$ cat src/rtl/memaccess.sv
// Memory-access stage: issues data-bus requests, aligns store data/strobes, extends load data,
// and stalls the pipeline until the bus completes. Optional MEMACCESS_MMIO_SKIP_EN drives out_skip.
module memaccess #(
    parameter logic [63:0] MMIO_BASE = 64'h8000_0000
) (
    input  logic        clk,
    input  logic        reset,
    input  logic        in_valid,
    input  logic [63:0] in_pc,
    input  logic [63:0] in_aluout,
    input  logic [63:0] in_wdata,
    input  logic        in_mem_read,
    input  logic        in_mem_write,
    input  logic [2:0]  in_msize,
    input  logic [4:0]  in_dst,
    input  logic        in_reg_write,
    input  logic        in_mem_to_reg,
    input  logic        pipe_advance,
    output logic        dreq_valid,
    output logic [63:0] dreq_addr,
    output logic [2:0]  dreq_size,
    output logic [7:0]  dreq_strobe,
    output logic [63:0] dreq_data,
    input  logic        dresp_data_ok,
    input  logic [63:0] dresp_data,
    output logic        out_valid,
    output logic [63:0] out_pc,
    output logic [63:0] out_aluout,
    output logic [63:0] out_memout,
    output logic [4:0]  out_dst,
    output logic        out_reg_write,
    output logic        out_mem_to_reg,
    output logic        out_misalign,
    output logic        out_skip,
    output logic        stall
);

    typedef enum logic [1:0] {IDLE, WAIT, DONE} state_t;

`ifdef MEMACCESS_MMIO_SKIP_EN
    localparam logic SKIP_EN = 1'b1;
`else
    localparam logic SKIP_EN = 1'b0;
`endif

    state_t      state, state_next;
    logic [63:0] rdata_q;
    logic        latch;
    logic        memop;
    logic [2:0]  off;
    logic        misalign;
    logic [7:0]  mask;
    logic [63:0] load_value;

    function automatic logic misaligned(input logic [1:0] size, input logic [2:0] o);
        case (size)
            2'b01:   return o[0];
            2'b10:   return |o[1:0];
            2'b11:   return |o;
            default: return 1'b0;
        endcase
    endfunction

    // Input is the response already shifted down so the addressed byte sits in lane 0.
    function automatic logic [63:0] extend(input logic [63:0] sh, input logic [2:0] funct3);
        case (funct3)
            3'b000:  return {{56{sh[7]}},  sh[7:0]};
            3'b001:  return {{48{sh[15]}}, sh[15:0]};
            3'b010:  return {{32{sh[31]}}, sh[31:0]};
            3'b100:  return {56'b0, sh[7:0]};
            3'b101:  return {48'b0, sh[15:0]};
            3'b110:  return {32'b0, sh[31:0]};
            default: return sh;
        endcase
    endfunction

    assign memop    = in_valid & (in_mem_read | in_mem_write);
    assign off      = in_aluout[2:0];
    assign misalign = misaligned(in_msize[1:0], off);

    always_comb begin
        case (in_msize[1:0])
            2'b00:   mask = 8'h01;
            2'b01:   mask = 8'h03;
            2'b10:   mask = 8'h0F;
            default: mask = 8'hFF;
        endcase
    end

    assign dreq_addr   = in_aluout;
    assign dreq_size   = {1'b0, in_msize[1:0]};
    assign dreq_strobe = in_mem_write ? (mask << off) : 8'h00;
    assign dreq_data   = in_wdata << {off, 3'b000};

    // Stores latch zero so a store never leaks bus response data into writeback.
    assign load_value = in_mem_read ? extend(dresp_data >> {off, 3'b000}, in_msize) : 64'h0;

    assign out_pc         = in_pc;
    assign out_aluout     = in_aluout;
    assign out_dst        = in_dst;
    assign out_mem_to_reg = in_mem_to_reg;
    assign out_misalign   = memop & misalign;
    assign out_reg_write  = in_reg_write & ~out_misalign;
    assign out_skip       = SKIP_EN & memop & (in_aluout < MMIO_BASE) &
                            ((state == DONE) | ((state == IDLE) & misalign));

    always_comb begin
        state_next = state;
        latch      = 1'b0;
        dreq_valid = 1'b0;
        stall      = 1'b0;
        out_valid  = in_valid;
        out_memout = 64'h0;
        case (state)
            IDLE: begin
                if (memop && !misalign) begin
                    dreq_valid = 1'b1;
                    stall      = 1'b1;
                    out_valid  = 1'b0;
                    if (dresp_data_ok) begin
                        latch      = 1'b1;
                        state_next = DONE;
                    end else begin
                        state_next = WAIT;
                    end
                end
            end
            WAIT: begin
                dreq_valid = 1'b1;
                stall      = 1'b1;
                out_valid  = 1'b0;
                if (dresp_data_ok) begin
                    latch      = 1'b1;
                    state_next = DONE;
                end
            end
            DONE: begin
                // Hold here until the M/W register takes the result, so the access is not replayed.
                out_valid  = 1'b1;
                out_memout = rdata_q;
                if (pipe_advance) state_next = IDLE;
            end
            default: state_next = IDLE;
        endcase
    end

    always_ff @(posedge clk) begin
        if (reset) begin
            state   <= IDLE;
            rdata_q <= 64'h0;
        end else begin
            state <= state_next;
            if (latch) rdata_q <= load_value;
        end
    end

endmodule

$ cat config.mk
export PLATFORM = sky130hd
export DESIGN_NAME = memaccess
export DESIGN_NICKNAME = d
export VERILOG_FILES = /design/src/rtl/memaccess.sv
export SDC_FILE = /design/constraint.sdc
export NUM_CORES = 1
export LEC_CHECK = 0
export CAP_MARGIN = 20
export CORE_AREA = 2 2 243 245
export CTS_CLUSTER_DIAMETER = 150
export CTS_CLUSTER_SIZE = 14
export DETAILED_ROUTE_END_ITERATION = 16
export DIE_AREA = 0 0 245 247
export MAX_ROUTING_LAYER = met4
export SLEW_MARGIN = 20
export SYNTH_ARGS = -nofsm -noshare
export SYNTH_HDL_FRONTEND = slang
export SYNTH_SLANG_ARGS = --single-unit
$ cat constraint.sdc
create_clock -name clk -period 2.45 [get_ports clk]
set_input_delay 0.49 -clock clk [delete_from_list [all_inputs] [get_ports clk]]
set_output_delay 0.49 -clock clk [all_outputs]
set_load 0.005 [all_outputs]
; ---- Word level (Yosys, flattened, before mapping)
; Index checks and enable logic that the tools add are counted.
[totals]
elab_cells = 49
input_bits = 273
out_inout_bits = 343
ff_bits = 66
[op_classes]
bitwise = 5
eq_ne = 13
mux = 18
n_reduce_logical = 8
n_shift = 3
[op_table]
columns = operator, n
row1 = one-hot mux 64 bit (6 select lines), 1
row2 = 2-to-1 mux 64 bit, 2
row3 = left shift 64 x 6 -> 64 bit, 1
row4 = >> shifter 64 x 6 -> 64 bit, 1
row5 = one-hot mux 8 bit (3 select lines), 1
row6 = == test 3 bit (second input constant), 3
row7 = 2-to-1 mux 2 bit, 4
row8 = 2-to-1 mux 8 bit, 1
row9 = left shift 8 x 3 -> 8 bit, 1
row10 = == test 2 bit (second input constant), 3
row11 = one-hot mux 1 bit (3 select lines), 2
row12 = one-hot mux 2 bit (3 select lines), 1
row13 = == test 2 x 1 -> 1 bit (second input constant), 2
row14 = zero test 2 bit, 2
row15 = 2-to-1 mux 1 bit, 4
row16 = inequality test 2 bit (second input constant), 2
row17 = one-hot mux 1 bit (2 select lines), 2
row18 = bitwise AND 1 bit, 3
row19 = == test 3 x 1 -> 1 bit (second input constant), 1
row20 = == test 3 x 2 -> 1 bit (second input constant), 1
row21 = zero test 3 bit, 1
row22 = AND reduction 3 bit, 1
row23 = OR reduction 3 bit, 1
row24 = inequality test 2 x 1 -> 1 bit (second input constant), 1
row25 = other kinds (5), 5

; ---- Longest topological paths before layout
[logic_depth]
ltp_word = 6
mapped_depth = 10
ltp_nobuf = 6

; ---- Worst setup path before layout
; Ideal clock, no wire load.
[synth_path]
path_kind = input to output
from = input in_aluout[0]
to = output dreq_data[57]
n_path_buf = 4
cell_stages = 6
required_ns = 1.960
arrival_time_ns = 1.893
slack_ns = 0.067
path_cell_list = buf_4 > buf_6 > buf_6 > buf_2 > mux4_2 > mux2_2
[synth_via]
elab_chain_len = 1
[synth_rtl]
columns = item, line
row1 = start: declaration, 10  ; input logic [63:0] in_aluout,
row2 = left shift 64 x 6 -> 64 bit, 93  ; assign dreq_data = in_wdata << {off, 3'b000};
row3 = end: declaration, 23  ; output logic [63:0] dreq_data,
; No other way between the ends.

; ---- Worst setup path in the final report
[layout_path]
from = input in_aluout[0]
to = output dreq_strobe[5]
[layout_via]
elab_chain_len = 2
[layout_rtl]
columns = item, line
row1 = left shift 8 x 3 -> 8 bit, 92  ; assign dreq_strobe = in_mem_write ? (mask << off) : 8'h00;
row2 = 2-to-1 mux 8 bit, 92
row3 = end: declaration, 22  ; output logic [7:0] dreq_strobe,
; No other way between the ends.

==> results by stage <==
Clock network:
- For this design, the CTS-stage hold fixing added 0 buffers.
- In this run the number of H-tree levels came out at 3.
- The buffer cell driving the clock tree root is sky130_fd_sc_hd__clkbuf_16.
- The clock transition at the registers of the reported paths is 0.06 ns.
- Clock tree synthesis found a total of 66 sinks.
- The clock passes through at most 2 buffers.
- In this run, CTS created clock tree buffers numbering 9.
- At the later pin of the worst-skew pair, clock insertion delay measures 0.35 ns.
- TritonCTS built the clock tree.

Critical path:
- The critical path's slowest cell is sky130_fd_sc_hd__clkdlybuf4s50_1.
- For this run, the slowest stage of the critical path takes 0.44 ns.
- The critical path endpoint category is a primary output.
- In this design, the largest share of critical-path delay is due to buffers and inverters.
- The critical path goes through bufbuf_16 > buf_4 > o31ai_2 > a21oi_1 > and2_1 > clkdlybuf4s50_1.
- The data arrival time at the worst-slack endpoint is 1.93 ns.
- Together, buffers and inverters on the worst path number 3.
- In this run the worst path has a maximum fanout of 12.
- The data required time at the worst endpoint is 1.96 ns.
- The worst setup path is launched from a primary input.
- The class of the most critical setup path is primary input to primary output.

Place:
- The number of port buffers is 290.
- Prior to clock tree synthesis, the placed netlist has a worst setup slack of -0.5893 ns.
- The half-perimeter wire length of the detailed placement result is 36860 um.
- Routability-driven placement finished with a final weighted congestion of 0.8735.

Floorplanning:
- During I/O placement, the number of pins put on the boundary was 616.
- The area of the die is 60520 um^2.
- The initial core utilization is 13.33%.
- After floorplanning, the core was sized to cover 58240 um^2.
- The floorplan step set the die width to 245 um.
- The floorplan has 89 rows.
- The die span in y is 247 um.

STA:
- The final count of hold timing violations came to 0.
- The slack of the critical path is 0.03113 ns.
- The maximum achievable frequency is 413.4 MHz.
- The pin slew with the least headroom to its limit is 0.8838 ns.
- Setup repair after global routing left no endpoint under its margin.
- The worst-case clock skew is 0.004202 ns.
- The total count of max-transition violations in the final report is 0.
- The fraction of the cycle the final worst path needs is 98.73%.
- Setup violations remaining at the end of the flow were counted as 0.
- The minimum clock period is 2.419 ns.
- The worst pin sits at a relative slew slack of 40.62%.

Power and ir drop:
- The switching power of the nets is 1.336 mW.
- Combinational logic burns 41.2% of the power.
- Cell internal power was estimated by the tool at 2.773 mW.
- VDD sags by at most 0.0002535 V.
- The switching share of total power is 32.52%.
- The clock group share of total power is 31.7%.
- In this run the static leakage power is 5.291 nW.
- Per report_power, the sequential group accounts for 27.1% of the total.
- The power density over the cells is 344.4 nW/um^2.

Final layout:
- The final layout contains 1504 nets.
- At the end of the flow the core is filled with cells to 20.48%.
- The library cell used most frequently in the layout, excluding fill and tap cells, is sky130_fd_sc_hd__clkdlybuf4s50_1.
- Relative to the synthesized area, the layout overhead comes to 53.67%.
- The post-route netlist has 24.19% of its cells at a drive strength greater than 1.
- The filler cells instantiated in the layout total 6523.
- The library cells used most frequently in the layout, excluding fill and tap cells, are sky130_fd_sc_hd__clkdlybuf4s50_1, sky130_fd_sc_hd__buf_4, sky130_fd_sc_hd__nand2_1.

Global route:
- The all-layer global routing usage is 15.24%.
- Entering global routing, the biggest net connects 58 pins.
- The number of antenna violations at the first check in global routing came to 13.
- Global routing finished with a remaining overflow of 0.
- The first global-routing pass estimated 64030 um of wire.
- The via count of the first global-routing pass is 8582.

Synthesis:
- Counting flops with an async set or reset pin after synthesis yields a share of 0%.
- The post-synthesis register bit count is 66.
- For this run, the leading register cell type out of synthesis is sky130_fd_sc_hd__dfxtp_1.
- The average instance area after synthesis is 7.464 um^2.
- For this run, the register share of the synthesized area comes to 17.02%.
- After technology mapping, the gate count stands at 1040.
- The number of warnings reported in the yosys synthesis log is 0.
- The netlist uses 44 different library cells.
- The number of enable-type register cells in the synthesized netlist is 0.
- After synthesis the cells add up to 7762 um^2.

Drt:
- The number of nets with antenna violations after routing is 0.
- Wires add up to 47250 um.
- The detailed-route DRC error count is 0.
- After detailed routing, the number of vias per cell comes to 4.157.
- The detailed-route wire length per cell is 23.39 um.
- For this block, the via count after detailed routing is 8397.
- The first-pass iteration count of the detailed router is 5.
- The detailed router finished its first iteration with 449 violations.

Worst hold path:
- The tightest min-delay check is of the flop to flop type.

Run:
- The reported max-cap violation count is 0.

Run status:
- The flow ran to the end, and the final reports show no timing, DRC or antenna violations.
## state kept, by name, summed over array words and instances, names as in the netlist
name,count
rdata_q,64
state,2
## routing by layer
metal,up-vias,wire (um),track usage [%]
met3,124,4068,5.199
met1,4004,19350,17.29
met5,-,0,-
li1,3785,-,-
met4,0,1625,5.326
met2,484,22200,24.95
## Yosys cell counts (3+ instances only)
| master | n | area share, % |
|---|---|---|
| sky130_fd_sc_hd__a211oi_1 | 17 | 1.6 |
| sky130_fd_sc_hd__a21oi_1 | 70 | 4.5 |
| sky130_fd_sc_hd__a22o_1 | 4 | 0.45 |
| sky130_fd_sc_hd__a32oi_1 | 8 | 0.90 |
| sky130_fd_sc_hd__and2_1 | 84 | 6.8 |
| sky130_fd_sc_hd__buf_1 | 4 | 0.19 |
| sky130_fd_sc_hd__buf_2 | 19 | 1.2 |
| sky130_fd_sc_hd__buf_4 | 212 | 21 |
| sky130_fd_sc_hd__buf_6 | 7 | 1.0 |
| sky130_fd_sc_hd__clkbuf_1 | 43 | 2.1 |
| sky130_fd_sc_hd__dfxtp_1 | 66 | 17 |
| sky130_fd_sc_hd__inv_1 | 4 | 0.19 |
| sky130_fd_sc_hd__mux2_2 | 33 | 4.8 |
| sky130_fd_sc_hd__mux2i_1 | 68 | 8.8 |
| sky130_fd_sc_hd__mux4_2 | 24 | 7.0 |
| sky130_fd_sc_hd__nand2_1 | 99 | 4.8 |
| sky130_fd_sc_hd__nand3_1 | 11 | 0.71 |
| sky130_fd_sc_hd__nand4_1 | 9 | 0.73 |
| sky130_fd_sc_hd__nor2_1 | 100 | 4.8 |
| sky130_fd_sc_hd__nor2b_1 | 12 | 0.97 |
| sky130_fd_sc_hd__nor3_1 | 3 | 0.19 |
| sky130_fd_sc_hd__o211ai_1 | 7 | 0.68 |
| sky130_fd_sc_hd__o21ai_0 | 71 | 4.6 |
| sky130_fd_sc_hd__o21ai_1 | 13 | 0.84 |
| sky130_fd_sc_hd__o22ai_1 | 25 | 2.0 |
## worst reg2reg max path, delay by kind of cell, from the launching register on
| family | cells | cell delay (ns) |
|---|---|---|
| AO/OA/AOI/OAI | 3 | 0.38 |
| flip-flops | 1 | 0.33 |
| AND/OR/NAND/NOR | 1 | 0.07 |
| buffers and inverters | 6 | 0.80 |
## cells by family after synthesis
group	Yosys count	synth area share [%]
and+or+nand+nor	332	20.23
buffers and inverters	289	25.21
AOI/OAI and AO/OA	227	16.97
muxes	125	20.52
DFF	66	17.02
other	1	0.04831
## power groups by stage
stage / registers (mW) / clock network (mW) / logic [mW]
finish: 1.11 / 1.30 / 1.69
global route: 1.12 / 1.37 / 1.80
CTS: 1.11 / 1.33 / 1.67
detailed placement: 1.14 / 0 / 1.62
global placement: 1.14 / 0 / 1.61
floorplan: 1.13 / 0 / 0.915
## final timing paths
path / start / cells past startpoint / endpoint / slack (ns)
setup / recovery: in_aluout[0] / 6 / dreq_strobe[5] / 0.03
hold / removal: rdata_q[38] / 2 / rdata_q[38] / 0.44
setup reg to reg: state[1] / 10 / rdata_q[20] / 0.74
hold reg to reg: rdata_q[38] / 2 / rdata_q[38] / 0.44
## layout make-up
type | instances | area (um^2) | share of cell area, %
sequential | 66 | 1323 | 11.09
multi-input combinational | 686 | 4651 | 38.99
antenna | 11 | 27.53 | 0.2308
clock buffer | 11 | 232.7 | 1.951
timing repair buffer | 464 | 4656 | 39.03
inverter | 4 | 17.52 | 0.1468
tap | 773 | 967.2 | 8.108
clock inverter | 5 | 55.05 | 0.4615
## what timing repair did
item | 4_1_cts | 5_1_grt
cloned | 7 | 3
pin swaps | 12 | 6
buffers inserted | 13 | 6
gates resized for setup | 157 | 43
setup endpoints to repair | 152 | 80
## per-stage QoR
stage | std cells | hold slack (ns) | instance area, um^2 | setup TNS (ns) | power, mW
after floorplan | 1041 | 0.4167 | 7766 | 0 | 2.047
after global placement | 1966 | 0.4347 | 11040 | -43.08 | 2.750
after detailed placement | 1966 | 0.4392 | 11040 | -45.39 | 2.762
after CTS | 2001 | 0.4478 | 11680 | -0.05281 | 4.109
after global routing | 2019 | 0.4752 | 11930 | 0 | 4.295
final | 2020 | 0.4450 | 11930 | 0 | 4.109
No activity file was read; power rests on OpenSTA's default activity.
